**src/rtl/serializer_pkg.sv**
```systemverilog
//------------------------------------------------------------------------------
// Module  : serializer_pkg
// Brief   : Shared state encoding and sizing helper for the serializer.
// Revision: 1.0 - initial release
//------------------------------------------------------------------------------
`default_nettype none

package serializer_pkg;

  localparam int unsigned c_STATE_W = 1;

  typedef logic [c_STATE_W-1:0] state_t;

  localparam state_t c_ST_IDLE  = 1'b0;
  localparam state_t c_ST_SHIFT = 1'b1;

  // Bit-counter width for a given word width; never narrower than one bit.
  function automatic int unsigned cnt_width(input int unsigned width);
    return (width <= 2) ? 1 : $clog2(width);
  endfunction

endpackage

`default_nettype wire

```
**src/rtl/serializer_bit_counter.sv**
```systemverilog
//------------------------------------------------------------------------------
// Module  : bit_counter
// Brief   : Loadable down-counter that saturates at zero, with a zero flag.
// Revision: 1.0 - initial release
//------------------------------------------------------------------------------
`default_nettype none

module bit_counter #(
  parameter int unsigned CNT_W = 3
) (
  input  logic             CLK,
  input  logic             RESET,
  input  logic             i_load,
  input  logic [CNT_W-1:0] i_load_value,
  input  logic             i_dec,
  output logic             o_zero
);

  logic [CNT_W-1:0] r_count;
  logic             w_zero;

  assign w_zero = (r_count == '0);
  assign o_zero = w_zero;

  // Load has priority over decrement; decrement stops at zero.
  always_ff @(posedge CLK or posedge RESET) begin
    if (RESET) begin
      r_count <= '0;
    end else if (i_load) begin
      r_count <= i_load_value;
    end else if (i_dec && !w_zero) begin
      r_count <= r_count - 1'b1;
    end
  end

endmodule

`default_nettype wire

```
**src/rtl/serializer.sv**
```systemverilog
//------------------------------------------------------------------------------
// Module  : serializer
// Brief   : Parallel-to-serial converter with valid/ready load, shift enable
//           and zero-bubble back-to-back words.
// Revision: 1.0 - initial release
//------------------------------------------------------------------------------
`default_nettype none

module serializer
  import serializer_pkg::*;
#(
  parameter int unsigned WIDTH     = 8,
  parameter bit          MSB_FIRST = 1'b1
) (
  input  logic             CLK,
  input  logic             RESET,
  input  logic [WIDTH-1:0] D,
  input  logic             VALID,
  output logic             READY,
  input  logic             SEN,
  output logic             SO,
  output logic             SVALID,
  output logic             LAST
);

  localparam int unsigned        c_CNT_W    = cnt_width(WIDTH);
  localparam logic [c_CNT_W-1:0] c_LOAD_VAL = c_CNT_W'(WIDTH - 1);

  state_t           r_state;
  state_t           w_state_next;
  logic [WIDTH-1:0] r_shreg;
  logic [WIDTH-1:0] w_shreg_shifted;
  logic             w_out_bit;
  logic             w_cnt_zero;
  logic             w_accept;
  logic             w_advance;

  assign w_accept  = VALID && READY;
  assign w_advance = (r_state == c_ST_SHIFT) && SEN;

  generate
    if (MSB_FIRST) begin : g_msb_first
      assign w_out_bit       = r_shreg[WIDTH-1];
      assign w_shreg_shifted = {r_shreg[WIDTH-2:0], 1'b0};
    end else begin : g_lsb_first
      assign w_out_bit       = r_shreg[0];
      assign w_shreg_shifted = {1'b0, r_shreg[WIDTH-1:1]};
    end
  endgenerate

  bit_counter #(
    .CNT_W (c_CNT_W)
  ) u_bit_counter (
    .CLK          (CLK),
    .RESET        (RESET),
    .i_load       (w_accept),
    .i_load_value (c_LOAD_VAL),
    .i_dec        (w_advance),
    .o_zero       (w_cnt_zero)
  );

  // A fresh word overrides the shift so a final-bit edge can reload directly.
  always_ff @(posedge CLK or posedge RESET) begin
    if (RESET) begin
      r_shreg <= '0;
    end else if (w_accept) begin
      r_shreg <= D;
    end else if (w_advance) begin
      r_shreg <= w_shreg_shifted;
    end
  end

  always_ff @(posedge CLK or posedge RESET) begin
    if (RESET) begin
      r_state <= c_ST_IDLE;
    end else begin
      r_state <= w_state_next;
    end
  end

  always_comb begin
    w_state_next = r_state;
    case (r_state)
      c_ST_IDLE: begin
        if (w_accept) begin
          w_state_next = c_ST_SHIFT;
        end
      end
      c_ST_SHIFT: begin
        if (SEN && w_cnt_zero && !w_accept) begin
          w_state_next = c_ST_IDLE;
        end
      end
      default: w_state_next = c_ST_IDLE;
    endcase
  end

  // Serial outputs depend only on state and registers; READY also sees SEN.
  always_comb begin
    READY  = 1'b0;
    SO     = 1'b0;
    SVALID = 1'b0;
    LAST   = 1'b0;
    case (r_state)
      c_ST_IDLE: begin
        READY = !RESET;
      end
      c_ST_SHIFT: begin
        READY  = !RESET && w_cnt_zero && SEN;
        SO     = w_out_bit;
        SVALID = 1'b1;
        LAST   = w_cnt_zero;
      end
      default: begin
        READY = 1'b0;
      end
    endcase
  end

endmodule

`default_nettype wire

```
**config.mk**
```make
export PLATFORM = sky130hd
export DESIGN_NAME = serializer
export DESIGN_NICKNAME = d
export VERILOG_FILES = /design/src/rtl/serializer_pkg.sv /design/src/rtl/serializer_bit_counter.sv /design/src/rtl/serializer.sv
export SDC_FILE = /design/constraint.sdc
export NUM_CORES = 1
export LEC_CHECK = 0
export CAP_MARGIN = 20
export CORE_AREA = 2 2 44 46
export DETAILED_ROUTE_END_ITERATION = 8
export DIE_AREA = 0 0 46 48
export GPL_TIMING_DRIVEN = 0
export PLACE_DENSITY = 0.72
export SYNTH_ARGS = -nofsm -noshare
export SYNTH_HDL_FRONTEND = slang
export SYNTH_SLANG_ARGS = --single-unit
```
**constraint.sdc**
```tcl
create_clock -name CLK -period 3.7 [get_ports CLK]
set_input_delay 0.74 -clock CLK [delete_from_list [all_inputs] [get_ports CLK]]
set_output_delay 0.74 -clock CLK [all_outputs]
set_load 0.02 [all_outputs]
```
### Word-level counts from Yosys, hierarchy flattened

Index checks and enable logic that the tools add are counted.

| storage, ports and cells | value |
|---|---|
| memories kept | 0 |
| bits of input ports | 12 |
| bits in read-only memories | 0 |
| word-level logic and storage cells | 29 |
| bits in registers | 12 |
| bits in writable memories | 0 |
| latch bits | 0 |

| operators by class | value |
|---|---|
| shifts and indexed selects | 0 |
| add/subtract/negate cells | 1 |
| $lt $le $gt $ge | 0 |
| multiplexer cells | 11 |
| bitwise operators | 1 |
| reductions and logical operators | 13 |
| equality and inequality tests | 0 |
| div/mod/pow operators | 0 |
| $mul | 0 |

Operators with widths:

| kind | count |
|---|---|
| two-way mux 8 bit | 2 |
| logical AND 1 bit | 7 |
| two-way mux 3 bit | 2 |
| two-way mux 1 bit | 5 |
| case mux 1 bit (2 select lines) | 2 |
| nonzero test 2 bit | 2 |
| logical NOT 1 bit | 3 |
| logical NOT 3 bit | 1 |
| subtractor 3 x 1 -> 3 bit (second input constant) | 1 |
| inverter 1 bit | 1 |

### Logic depth before layout (Yosys ltp)

| logic depth | value |
|---|---|
| word-level depth | 9 |
| depth in mapped cells | 6 |

### Modules after synthesis

Synthesis repeated with hierarchy kept, for this count alone.

| second synthesis, totals | value |
|---|---|
| cells, all modules | 57 |
| area total of the unflattened synthesis | 689.4 µm² |

By module, submodules not included:

| module | cells each | seq. area each (µm²) | times used | area an instance (µm²) |
|---|---|---|---|---|
| serializer | 37 | 225.2 | 1 | 475.5 |
| bit_counter | 20 | 75.1 | 1 | 214.0 |

### Worst setup path after synthesis

OpenSTA, ideal clock, no wires.

| timing | value |
|---|---|
| path type | input-to-output |
| start | input SEN |
| end | output READY |
| cell stages on the path | 2 |
| slack | 1.779 ns |
| data arrival time | 1.181 ns |
| buffers on the path | 0 |
| required time | 2.960 ns |
| cells stage by stage | nand3b_4 -> a21oi_1 |

| on the way | value |
|---|---|
| longest elaborated chain between the ends | 2 |

RTL lines:

| element | RTL line | RTL |
|---|---|---|
| start: declaration | serializer.sv:20 | `input logic SEN,` |
| logical AND 1 bit | serializer.sv:109 | `READY = !RESET && w_cnt_zero && SEN;` |
| case mux 1 bit (2 select lines) | serializer.sv:104 | `case (r_state)` |
| end: declaration | serializer.sv:19 | `output logic READY,` |

No other way between the ends.

### Final worst setup path

Ends and elaborated chain as after synthesis.

==> metrics.md <==
| Metric | Value |
|---|---|
| Final Non-Filler Cells | 90 |
| Final-stage net count | slightly below 90 |
| Main synth FF type | dfrtp_1 |
| Number of flops mapped to enable cells by yosys | 0 |
| LEAKAGE | approximately 0.43 nW |
| Final Max Tran Viols | 0 |
| Power share of the clock group | 12.8% |
| Reg2Reg Depth | 6 |
| H-tree depth | 1 |
| Cell accounting for the most synthesized area | dfrtp_1 |
| Crit path max-delay family | buffers and inverters |
| Max-slew headroom | a little over two thirds |
| Largest cells by area after synthesis | dfrtp_1 (45%), mux2_2 (15%), mux2_4 (11%), ha_1 (3.8%), mux2i_1 (3.0%) |
| WHS | 0.5270 ns |
| Clock Sink Count | 12 |
| Final Skew | 0.003377 ns |
| Cells after synthesis | 55 |
| Bufs on Longest Clock Path | 2 |
| Die area | 2208 µm² |
| Largest net degree at the start of global routing | 13 |
| CP Capture Type | primary output |
| DRT Pass-1 Iters | 4 |
| Postcts setup bufs | 0 |
| Worst setup SP type | primary input |
| Core Area | 1689 µm² |
| Drt drc | 0 |
| Mean Syn Cell Area | 12.13 µm² |
| Via density | 5.256 |
| PostCTS Resize Cnt | 0 |
| RSZ-0062 raised after global routing | no |
| P per Cell Area | around 700 nW/µm² |
| Num CTS Buffers | 3 |
| Area growth, synth to finish | 29.08% |
| Hold Fails Final Rpt | 0 |
| Final setup vio count | 0 |
| Routed Antenna Nets | 0 |
| Minimum clock period | 2.876 ns |
| CP bufs+invs | 2 |
| Placed cells | 87 |
| CP max FO | 3 |
| Critical path arrival | 2.14 ns |
| Placer Congestion | 0.6802 |
| Slowest stage delay, CP | 0.61 ns |
| Max cap viols | 0 |
| Vias in the first global route | 477 |
| #FFs+latches synth | 12 |
| Final Routed Wirelength | 1147 µm |
| Logic pwr share | 48.8% |
| CP Class | primary input to primary output |
| Async SR Flop Fraction | 100.0% |
| Worst slew pin tran | between 0.4 and 0.5 ns |
| Reg2reg setup slack | slightly below 2 ns |
| Die Height | ~48 µm |
| Post-synth top area share | between 40% and 50% |
| HP Start | r_shreg[0] |
| Final Cycle Share | 77.72% |
| Maximum VDD drop | 0.0002916 V |
| Distinct cells, synth | 19 |
| Post-route cell area | ~860 µm² |
| Worst EP required | 2.96 ns |
| Worst setup margin | 0.8244 ns |
| Top Ports | 16 |
| Hold path cells | 2 |
| Final core occ | ~51% |
| Initial antenna violation count | 0 |
| Worst Hold Path EP | r_shreg[0] |
| Area occupied by multi-input gates | 331.6 µm² |
| First-pass GRT wire length | 1925 µm |
| Post-route setup TNS | 0 ns |
| # hold bufs at CTS | 0 |
| Pwr Total | 0.6034 mW |
| IO buf count | 15 |
| Net Sw Power | 0.1946 mW |
| Inserted Diodes | 0 |
| RR Startpoint | u_bit_counter.r_count[0] |
| Most frequent cell after synthesis | dfrtp_1 |
| Vias post-DR | 473 |
| Synth warn | 0 |
| HPWL Detailed | 893.6 µm |
| # rows | 15 |
| Critical path cell sequence | clkdlybuf4s50_1 > nand3b_4 > a21oi_1 > clkdlybuf4s50_1 |
| Storage cell area | around 300 µm² |
| Fmax | 347.8 MHz |
| Reg power frac | 38.4% |
| Number of DRC markers in iteration 0 | 2 |
| Sequential share of the synthesized area | 45.03% |
| Drt wl/cell | 12.74 µm |
| Pint | 0.4088 mW |
| Tightest Hold Check Type | register to register |
| Layout fillers | 165 |
| Total GRT Usage | 12.64% |
| Switching share of power | about a third |
| Gr ovfl total | 0 |
| Post-Syn Area | between 600 and 700 µm² |
| Die W | between 40 and 50 µm |
| Initial Util | about two fifths |
| Outcome | complete, no violations |
| Setup slack at placement | roughly 0.82 ns |
| Most used cell, CP | clkdlybuf4s50_1 |
| Mapped Nets | 69 |
| Max stage delay cell, worst path | clkdlybuf4s50_1 |
| Clock latency on the worst-skew pair | 0.27 ns |
| Post-Place Cell Area | 838.3 µm² |
| TritonCTS clock tree | built |
| Post-synth top cells | dfrtp_1 (12), mux2_2 (9), inv_1 (5), mux2_4 (5), nand2_1 (5) |
| CTS root buf | clkbuf_4 |
| Clock Pin Slew Worst Setup and Hold Paths | 0.07 ns |
| Reg-to-Reg End | r_shreg[7] |
| Fraction of layout cells with a size suffix above 1 | 27.40% |
-- worst max-delay path by stage --
stage                     depth (start not counted)     to                startpoint
final                                             4  READY                       SEN
after global routing                              5   LAST  u_bit_counter.r_count[0]
after CTS                                         4  READY                       SEN
after detailed placement                          4  READY                       SEN
after global placement                            4  READY                       SEN
after floorplan                                   2  READY                       SEN
-- cells in the final DEF, fill, tap and decap left out --
cell,count
clkdlybuf4s50_1,15
dfrtp_1,12
mux2_2,9
nand2_1,5
inv_1,5
mux2_4,5
clkbuf_4,3
nand3_1,2
mux2i_1,2
o21ai_0,2
and2_1,2
ha_1,2
buf_2,1
nand3b_4,1
a211o_1,1
buf_6,1
nor2_1,1
nor2b_1,1
o311ai_0,1
a21oi_1,1
or3_1,1
-- cell type report --
cell class / instances / share of cell area [%]
multi-input cells: 36 / 38.52
flip-flops and latches: 12 / 34.88
repair buffers: 15 / 17.44
clock buffers: 3 / 2.616
well taps: 17 / 2.471
inverters: 5 / 2.180
plain buffers: 2 / 1.890
-- tightest hold or removal path, delay by kind of cell, from the launching register on --
family        cells  cell delay [ns]
flops             1             0.38
simple gates      1             0.06
mux               1             0.06
-- sequential cells by signal, summed over array words and instances, names as in the netlist --
name,cells
r_shreg,8
u_bit_counter.r_count,3
r_state,1
-- cell families (layout without fill, tap and decap cells) --
logic type | after synthesis | count (layout) | synth area share, %
muxes | 16 | 16 | 29.46
and+or+nand+nor | 13 | 13 | 11.63
DFF | 12 | 12 | 45.03
buffers and inverters | 7 | 25 | 5.253
AOI/OAI and AO/OA | 5 | 5 | 4.878
adders and majority gates | 2 | 2 | 3.752
-- per-layer routing --
| metal | track usage (%) | vias up | part of all wire, % |
|---|---|---|---|
| met5 | 0 | - | 0 |
| met4 | 8.571 | 0 | 1.7 |
| met3 | 2.264 | 2 | 5.8 |
| met2 | 20.56 | 18 | 53 |
| met1 | 15.26 | 226 | 39 |
| li1 | - | 227 | - |
-- power groups by stage --
stage               clock (mW)  combinational, mW  sequential [mW]
floorplan                    0              0.217            0.229
global placement             0              0.286            0.231
detailed placement           0              0.298            0.235
CTS                     0.0821              0.300            0.232
global route            0.0846              0.324            0.241
finish                  0.0771              0.294            0.232
Note: power is estimated with default switching activity, not from simulation.
